File: src/rtl/entity_draw_sequencer_pkg.sv
// Shared encodings for the entity draw sequencer: entity classes, pass
// polarity and the sequencer FSM states.
package entity_draw_sequencer_pkg;

    // Entity class codes as seen by the polygon draw datapath
    localparam logic [1:0] CLASS_SHIP = 2'd0;
    localparam logic [1:0] CLASS_ASTR = 2'd1;
    localparam logic [1:0] CLASS_SHOT = 2'd2;

    // Pass polarity: erase redraws last frame's slots in background colour
    localparam logic PASS_ERASE = 1'b1;
    localparam logic PASS_DRAW  = 1'b0;

    // Sequencer FSM states
    typedef enum logic [1:0] {
        ST_IDLE = 2'd0,
        ST_SCAN = 2'd1,
        ST_REQ  = 2'd2,
        ST_DONE = 2'd3
    } state_t;

endpackage

File: src/rtl/entity_draw_sequencer_slot_pointer.sv
// Slot pointer: walks (pass, class, index) in the order
// erase{ship, asteroid, shot} then draw{ship, asteroid, shot}, index ascending.
module entity_slot_pointer
    import entity_draw_sequencer_pkg::*;
#(
    parameter int MAX_SHIPS     = 1,
    parameter int MAX_ASTEROIDS = 5,
    parameter int MAX_SHOTS     = 10,
    parameter int IDX_W         = 4
) (
    input  logic             clk,
    input  logic             reset,
    input  logic             i_load,
    input  logic             i_advance,
    output logic             o_pass,
    output logic [1:0]       o_class,
    output logic [IDX_W-1:0] o_index,
    output logic             o_last_in_class,
    output logic             o_last_slot_of_draw_pass
);

    localparam logic [IDX_W-1:0] LAST_SHIP = IDX_W'(MAX_SHIPS - 1);
    localparam logic [IDX_W-1:0] LAST_ASTR = IDX_W'(MAX_ASTEROIDS - 1);
    localparam logic [IDX_W-1:0] LAST_SHOT = IDX_W'(MAX_SHOTS - 1);

    logic             r_pass;
    logic [1:0]       r_class;
    logic [IDX_W-1:0] r_index;
    logic [IDX_W-1:0] w_last_idx;

    // Highest valid index for the class currently pointed at
    always_comb begin
        w_last_idx = LAST_SHOT;
        case (r_class)
            CLASS_SHIP: w_last_idx = LAST_SHIP;
            CLASS_ASTR: w_last_idx = LAST_ASTR;
            CLASS_SHOT: w_last_idx = LAST_SHOT;
            default:    w_last_idx = LAST_SHOT;
        endcase
    end

    assign o_last_in_class          = (r_index == w_last_idx);
    assign o_last_slot_of_draw_pass = (r_pass == PASS_DRAW) && (r_class == CLASS_SHOT)
                                      && o_last_in_class;
    assign o_pass  = r_pass;
    assign o_class = r_class;
    assign o_index = r_index;

    // Pointer register: load to the first erase slot, or step to the next slot
    always_ff @(posedge clk) begin
        if (reset) begin
            r_pass  <= 1'b0;
            r_class <= 2'd0;
            r_index <= '0;
        end else if (i_load) begin
            r_pass  <= PASS_ERASE;
            r_class <= CLASS_SHIP;
            r_index <= '0;
        end else if (i_advance) begin
            if (o_last_in_class) begin
                r_index <= '0;
                if (r_class == CLASS_SHOT) begin
                    // End of the erase pass rolls into the draw pass; the end of
                    // the draw pass is never advanced past (the FSM finishes).
                    r_pass  <= PASS_DRAW;
                    r_class <= CLASS_SHIP;
                end else begin
                    r_class <= r_class + 2'd1;
                end
            end else begin
                r_index <= r_index + IDX_W'(1);
            end
        end
    end

endmodule

File: src/rtl/entity_draw_sequencer.sv
// Per-frame scheduler sharing the polygon draw engine between ships,
// asteroids and shots: erase last frame's slots, then draw this frame's.
module entity_draw_sequencer
    import entity_draw_sequencer_pkg::*;
#(
    parameter int MAX_SHIPS     = 1,
    parameter int MAX_ASTEROIDS = 5,
    parameter int MAX_SHOTS     = 10,
    parameter int IDX_W         = 4
) (
    input  logic                     clk,
    input  logic                     reset,
    input  logic                     frame_start,
    input  logic [MAX_SHIPS-1:0]     ship_active,
    input  logic [MAX_ASTEROIDS-1:0] asteroid_active,
    input  logic [MAX_SHOTS-1:0]     shot_active,
    output logic                     draw_req,
    output logic [1:0]               draw_class,
    output logic [IDX_W-1:0]         draw_index,
    output logic                     draw_erase,
    input  logic                     draw_done,
    output logic                     busy,
    output logic                     frame_done,
    output logic                     frame_overrun
);

    localparam int EXT_W = 1 << IDX_W;

    state_t                   r_state;
    state_t                   w_state_next;
    logic [MAX_SHIPS-1:0]     r_cur_ship,  r_prev_ship;
    logic [MAX_ASTEROIDS-1:0] r_cur_astr,  r_prev_astr;
    logic [MAX_SHOTS-1:0]     r_cur_shot,  r_prev_shot;

    logic                     w_load, w_advance;
    logic                     w_pass, w_last_in_class, w_last_draw, w_frame_end;
    logic [1:0]               w_class;
    logic [IDX_W-1:0]         w_index;
    logic [EXT_W-1:0]         w_sel_mask;
    logic                     w_slot_bit;

    logic                     r_draw_req, r_draw_erase, r_busy, r_frame_done, r_overrun;
    logic [1:0]               r_draw_class;
    logic [IDX_W-1:0]         r_draw_index;

    entity_slot_pointer #(
        .MAX_SHIPS     (MAX_SHIPS),
        .MAX_ASTEROIDS (MAX_ASTEROIDS),
        .MAX_SHOTS     (MAX_SHOTS),
        .IDX_W         (IDX_W)
    ) u_ptr (
        .clk                      (clk),
        .reset                    (reset),
        .i_load                   (w_load),
        .i_advance                (w_advance),
        .o_pass                   (w_pass),
        .o_class                  (w_class),
        .o_index                  (w_index),
        .o_last_in_class          (w_last_in_class),
        .o_last_slot_of_draw_pass (w_last_draw)
    );

    // Final slot of the final class in the draw pass ends the frame
    assign w_frame_end = w_last_draw && w_last_in_class;

    // Select the active mask for the pointed-at class and pass, zero-padded
    always_comb begin
        w_sel_mask = '0;
        case (w_class)
            CLASS_SHIP: begin
                for (int i = 0; i < MAX_SHIPS; i++)
                    w_sel_mask[i] = (w_pass == PASS_ERASE) ? r_prev_ship[i] : r_cur_ship[i];
            end
            CLASS_ASTR: begin
                for (int i = 0; i < MAX_ASTEROIDS; i++)
                    w_sel_mask[i] = (w_pass == PASS_ERASE) ? r_prev_astr[i] : r_cur_astr[i];
            end
            CLASS_SHOT: begin
                for (int i = 0; i < MAX_SHOTS; i++)
                    w_sel_mask[i] = (w_pass == PASS_ERASE) ? r_prev_shot[i] : r_cur_shot[i];
            end
            default: w_sel_mask = '0;
        endcase
    end

    assign w_slot_bit = w_sel_mask[w_index];

    // Next-state and pointer control
    always_comb begin
        w_state_next = r_state;
        w_load       = 1'b0;
        w_advance    = 1'b0;
        case (r_state)
            ST_IDLE: begin
                if (frame_start) begin
                    w_load       = 1'b1;
                    w_state_next = ST_SCAN;
                end else begin
                    w_state_next = ST_IDLE;
                end
            end
            ST_SCAN: begin
                if (w_slot_bit) begin
                    w_state_next = ST_REQ;
                end else if (w_frame_end) begin
                    w_state_next = ST_DONE;
                end else begin
                    w_advance    = 1'b1;
                    w_state_next = ST_SCAN;
                end
            end
            ST_REQ: begin
                if (draw_done) begin
                    if (w_frame_end) begin
                        w_state_next = ST_DONE;
                    end else begin
                        w_advance    = 1'b1;
                        w_state_next = ST_SCAN;
                    end
                end else begin
                    w_state_next = ST_REQ;
                end
            end
            ST_DONE: w_state_next = ST_IDLE;
            default: w_state_next = ST_IDLE;
        endcase
    end

    // FSM state register
    always_ff @(posedge clk) begin
        if (reset) r_state <= ST_IDLE;
        else       r_state <= w_state_next;
    end

    // Mask snapshot at frame start; current becomes previous when the frame ends
    always_ff @(posedge clk) begin
        if (reset) begin
            r_cur_ship  <= '0;
            r_cur_astr  <= '0;
            r_cur_shot  <= '0;
            r_prev_ship <= '0;
            r_prev_astr <= '0;
            r_prev_shot <= '0;
        end else begin
            if ((r_state == ST_IDLE) && frame_start) begin
                r_cur_ship <= ship_active;
                r_cur_astr <= asteroid_active;
                r_cur_shot <= shot_active;
            end
            if (r_state == ST_DONE) begin
                r_prev_ship <= r_cur_ship;
                r_prev_astr <= r_cur_astr;
                r_prev_shot <= r_cur_shot;
            end
        end
    end

    // Registered outputs derived from the state being entered; slot coordinates
    // are captured only on entry to REQ so they hold steady during a request.
    always_ff @(posedge clk) begin
        if (reset) begin
            r_draw_req   <= 1'b0;
            r_draw_class <= 2'd0;
            r_draw_index <= '0;
            r_draw_erase <= 1'b0;
            r_busy       <= 1'b0;
            r_frame_done <= 1'b0;
            r_overrun    <= 1'b0;
        end else begin
            r_draw_req <= (w_state_next == ST_REQ);
            if ((w_state_next == ST_REQ) && (r_state != ST_REQ)) begin
                r_draw_class <= w_class;
                r_draw_index <= w_index;
                r_draw_erase <= (w_pass == PASS_ERASE);
            end
            r_busy       <= (w_state_next != ST_IDLE);
            r_frame_done <= (w_state_next == ST_DONE);
            r_overrun    <= frame_start && (r_state != ST_IDLE);
        end
    end

    assign draw_req      = r_draw_req;
    assign draw_class    = r_draw_class;
    assign draw_index    = r_draw_index;
    assign draw_erase    = r_draw_erase;
    assign busy          = r_busy;
    assign frame_done    = r_frame_done;
    assign frame_overrun = r_overrun;

endmodule

File: config.mk
export PLATFORM = sky130hd
export DESIGN_NAME = entity_draw_sequencer
export DESIGN_NICKNAME = d
export VERILOG_FILES = /design/src/rtl/entity_draw_sequencer_pkg.sv /design/src/rtl/entity_draw_sequencer_slot_pointer.sv /design/src/rtl/entity_draw_sequencer.sv
export SDC_FILE = /design/constraint.sdc
export NUM_CORES = 1
export LEC_CHECK = 0
export CORE_UTILIZATION = 45
export DETAILED_ROUTE_END_ITERATION = 16
export GPL_ROUTABILITY_DRIVEN = 0
export HOLD_SLACK_MARGIN = 0.1
export PLACE_DENSITY_LB_ADDON = 0.15
export SLEW_MARGIN = 5
export SYNTH_ARGS = -nofsm -noshare
export SYNTH_HDL_FRONTEND = slang
export SYNTH_SLANG_ARGS = --single-unit
File: constraint.sdc
create_clock -name clk -period 3.1 [get_ports clk]
set_clock_uncertainty 0.15 [all_clocks]
set_input_delay 0.31 -clock clk [delete_from_list [all_inputs] [get_ports clk]]
set_output_delay 0.31 -clock clk [all_outputs]
set_load 0.02 [all_outputs]
**Word level (Yosys, flattened, before mapping)**

Index checks and enable logic that the tools add are counted.

- Output and inout port bits: 11
- Word-level logic and storage cells: 85
- Flip-flop bits (word level): 52
- Input bits: 20

- Order comparisons: 1
- $add $sub $neg: 2
- Reduce and logical (&&, ||, !) cells: 16
- Bitwise gates (word level): 1
- Eq/ne operators: 9
- Muxes and demuxes: 39

Operators by type and width:

| cell | number |
|---|---|
| 2-to-1 mux 1 bit | 27 |
| one-hot mux 4 bit (2 select lines) | 2 |
| == test 2 bit, second input constant | 5 |
| nonzero test 2 bit | 5 |
| 2-to-1 mux 2 bit | 4 |
| one-hot mux 2 bit (4 select lines) | 1 |
| logical AND 1 bit | 6 |
| less-than comparator 4 x 5 -> 1 bit, second input constant | 1 |
| 2-to-1 mux 5 bit | 1 |
| adder 4 x 1 -> 4 bit, second input constant | 1 |
| binary-select mux 1 bit (select 4 bit) | 1 |
| == test 2 x 1 -> 1 bit, second input constant | 2 |
| == test 4 bit | 1 |
| zero test 2 bit | 2 |
| 2-to-1 mux 4 bit | 1 |
| one-hot mux 1 bit (3 select lines) | 1 |
| AND reduction 3 bit | 1 |
| adder 2 x 1 -> 2 bit, second input constant | 1 |
| inequality test 2 bit, second input constant | 1 |
| one-hot mux 1 bit (2 select lines) | 1 |
| AND reduction 2 bit | 1 |
| OR reduction 2 bit | 1 |
| NOT 1 bit | 1 |

**Depth between registers and ports, before layout**

- Depth in word-level cells: 10
- Mapped depth: 11
- Depth with buffers taken out: 9

**Hierarchy**

A second synthesis with hierarchy kept.

- Cell total of the unflattened synthesis: 268
- Area total of the unflattened synthesis: 2,469.9 µm²

Modules (own cells, without submodules):

| module | cells each | times used | area each (µm²) | sequential area each (µm²) |
|---|---|---|---|---|
| entity_draw_sequencer | 226 | 1 | 2,112.0 | 900.9 |
| entity_slot_pointer | 42 | 1 | 357.8 | 140.1 |

**Least setup slack after synthesis**

Ideal clock, no wire load.

- Path kind: flip-flop to flip-flop
- Start point: register u_ptr.r_class[1], in the netlist u_ptr.o_class[1]
- End point: register r_draw_req, in the netlist draw_req
- Arrival: 2.506 ns
- Library setup time: 0.073 ns
- Slack: 0.371 ns
- Required time: 2.877 ns
- Stages on the path, launching flop included: 10
- Clock period less this slack: 2.729 ns
- Path buffers: 0
- Cell sequence: dfxtp_1 -> inv_1 -> ha_1 -> or3b_1 -> a211o_1 -> a2111oi_4 -> o21ai_0 -> o311a_1 -> or3_4 -> nor3b_2

- Longest elaborated chain between the ends: 9
- Elaborated cells on any way between the ends: 18
- Those cells by class: eq/ne (4); mux (10); reduce/logical (4)

Ends and longest elaborated chain:

| element | line | source |
|---|---|---|
| start, declared | entity_draw_sequencer_slot_pointer.sv:27 | `logic [1:0] r_class;` |
| start signal, assigned | entity_draw_sequencer_slot_pointer.sv:68 | `r_class <= r_class + 2'd1;` |
| parallel branches: the longest is 7 deep, another holds binary-select mux 1 bit (select 4 bit) | - |  |
| one-hot mux 2 bit (4 select lines) * | entity_draw_sequencer.sv:93 | `case (r_state)` |
| == test 2 bit * | entity_draw_sequencer.sv:170 | `r_draw_req <= (w_state_next == ST_REQ);` |
| end signal, assigned | entity_draw_sequencer.sv:170 |  |
| end, declared | entity_draw_sequencer.sv:42 | `logic r_draw_req, r_draw_erase, r_busy, r_frame_done, r_overrun;` |

Every way passes the cells marked *. The select of a mux whose other input is x is not followed.
A chain may end at the register's enable or synchronous reset.

**Worst setup path after layout**

Ends and elaborated chain as after synthesis.

==> metrics.csv <==
stage,metric,value,unit
power,switching_share,24.9,%
sta,finalCritPeriodShare,94.4,%
global_route,grt_antenna_before_repair,0,
power,peakVddDrop,0.000252,V
logic_synthesis,ys.warnings.count,0,
logic_synthesis,syn_nets,309,
die,io_pins,31,
logic_synthesis,yosysUniqueCellTypes,46,
sta,maxSlewHeadroom,36.0,%
sta,max_freq,0.342,GHz
power,combPwrFrac,10.5,%
logic_synthesis,yosys_register_bits,52,
placement,post-place-ws,127,ps
critical_path,cp-start-kind,flip-flop,
clock_tree,path_clk_slew,90,ps
die,initial_core_util,47.8,%
cells_and_area,final_util,56.4,%
clock_tree,cts_buffers,5,
clock_tree,clk_latency,300,ps
sta,timing.setup.tns,0,ps
sta,setup_slack,173,ps
die,dieArea,0.00587,mm^2
clock_tree,cts-root-buf,clkbuf_8,
logic_synthesis,synth_area_leaders,"dfxtp_1 (42%), mux2i_1 (11%), nand2_1 (6.3%)",
cells_and_area,syn_to_final_growth,18.0,%
die,design.core.area,0.00524,mm^2
global_route,grt-ovfl-total,0,
flow_run,max-cap-violations,0,
sta,rsz0062_at_grt,false,
die,die_w,76.6,um
cells_and_area,antennaDiodeCount,0,
route,initialDrtViolationCount,84,
die,rows,26,
power,p_int,0.000897,W
route,vias,1996,
clock_tree,cts.path.max_buffers,2,
critical_path,worstPathMaxFanout,6,
power,fin_total_pwr,0.00120,W
sta,finalSetupViolCount,0,
logic_synthesis,synthArstFlopShare,0,%
power,switching_power,0.000298,W
logic_synthesis,synth_common_cells,"dfxtp_1 (52), nand2_1 (42), nor2_1 (29)",
clock_tree,cts_resized,0,
logic_synthesis,yosys.area.top_type,dfxtp_1,
power,p_clk_share,30.9,%
global_route,grt_pass1_vias,1915,
logic_synthesis,synth_top_area_share,41.6,%
logic_synthesis,synthFlopType,dfxtp_1,
placement,place_inst,364,
logic_synthesis,syn_avg_cell_area,8.97,um^2
clock_tree,htree_levels,2,
logic_synthesis,yosysMostFrequentCell,dfxtp_1,
logic_synthesis,synth_edf_count,0,
cells_and_area,instances_no_fill,371,
outcome,status,completed,
power,p_leak,1.10,nW
sta,slew_violations,0,
critical_path,worstSetupPathType,reg2reg,
route,drc,0,
power,power.density,404,mW/mm^2
die,die_y,76.6,um
global_route,track_usage,18.4,%
route,drt_first_pass_iters,4,
critical_path,critical_path_required,3190,ps
logic_synthesis,synthesis.area,0.00250,mm^2
critical_path,endpoint_kind,flip-flop,
sta,worst_pin_slew,959,ps
global_route,grt_start_max_net_pins,45,
logic_synthesis,yosysSeqAreaShare,41.6,%
global_route,grt_pass1_wl,8650,um
clock_tree,cts_setup_buffers,0,
route,wl_per_cell,13.5,um
route,vias_per_cell,5.38,
power,p_seq_share,58.6,%
route,routed_wl,5000,um
clock_tree,hold_buffers,0,
logic_synthesis,syn_inst,279,
sta,hold_violations,0,
clock_tree,clock_sinks,52,
sta,fin_crit,2930,ps
clock_tree,tritoncts,done,
cells_and_area,drive_gt1_share,7.97,%
placement,dp_hpwl,3520,um
critical_path,crit_arrival,3020,ps
min_path,hp-class,reg2reg,
cells_and_area,fin_nets,331,
placement,place.port_buffers,30,
route,ant_nets,0,
## power groups by stage
stage	Combinational (W)	Sequential (W)	Clock, W
6_report	0.000125	0.000700	0.000370
5_1_grt	0.000140	0.000703	0.000414
4_1_cts	0.000125	0.000700	0.000381
3_5_place_dp	0.000124	0.000716	0
3_3_place_gp	0.000123	0.000716	0
2_1_floorplan	0.0000815	0.000710	0
## metal layers
layer | track usage (%) | vias to the layer above | part of all wire, %
li1 | - | 1009 | -
met1 | 23.4 | 946 | 49
met2 | 30.4 | 34 | 47
met3 | 3.95 | 7 | 2.8
met4 | 7.31 | 0 | 1.5
met5 | 0 | - | 0
## cells in the final DEF, fill, tap and decap left out, types with 2 or more instances in the layout
cell type / Yosys / final
a221oi_1: 2 / 2
a21oi_1: 23 / 23
o31ai_1: 3 / 3
nor3_1: 2 / 2
nor2b_1: 2 / 2
nand2_1: 42 / 42
o22ai_1: 2 / 2
o211ai_1: 3 / 3
a22o_1: 2 / 2
inv_1: 10 / 10
and2_1: 3 / 3
clkdlybuf4s50_1: 0 / 30
mux2i_1: 27 / 27
buf_4: 1 / 6
nor2_1: 29 / 29
dfxtp_1: 52 / 52
clkbuf_8: 0 / 5
nor4bb_1: 2 / 2
mux2_2: 2 / 2
mux4_2: 4 / 4
ha_1: 10 / 10
o21ai_0: 8 / 8
nand3_1: 6 / 6
nand3b_1: 2 / 2
## critical path: stages (launching register included)
cell	delay [ps]
dfxtp_1	420
inv_1	110
ha_1	250
or3b_1	360
a211o_1	360
a2111oi_4	410
o21ai_0	160
o311a_1	140
or3_4	350
nor3b_2	160
## final cells by class
class | instances | area, um^2
clock buffers | 5 | 68.8
clock inverters | 2 | 12.5
fillers | 496 | 2280
inverters | 10 | 37.5
multi-input cells | 195 | 1340
flip-flops and latches | 52 | 1040
well taps | 70 | 87.6
repair buffers | 37 | 365
## worst paths after layout
check	startpoint	to	slack, ps	depth (start not counted)
max	u_ptr.o_class[1]$_SDFFE_PP0P_	draw_req$_SDFF_PP0_	170	9
min	draw_index[3]$_SDFFE_PP0P_	draw_index[3]$_SDFFE_PP0P_	330	2
max reg2reg	u_ptr.o_class[1]$_SDFFE_PP0P_	draw_req$_SDFF_PP0_	170	9
min reg2reg	draw_index[3]$_SDFFE_PP0P_	draw_index[3]$_SDFFE_PP0P_	330	2
## through the flow
step | hold slack, ps | instance area [um^2]
finish | 325 | 2960
CTS | 325 | 2950
detailed placement | 313 | 2870
global placement | 310 | 2870
global route | 342 | 2960
floorplan | 296 | 2500
## flip-flops by register name, indices dropped and copies added, names as in the netlist, 2 cells and up
name and flops:
u_ptr.o_index 4, r_cur_astr 5, r_state 2, r_prev_shot 10, u_ptr.o_class 2, draw_class 2, r_prev_astr 5, r_cur_shot 10
draw_index 4
## kinds of logic after synthesis
family	share of synthesized area (%)
simple gates	18.4
compound gates	14.6
flops	41.6
mux	15.3
buf+inv	5.15
fa+ha+maj	5.00
No activity file was read; power rests on OpenSTA's default activity.
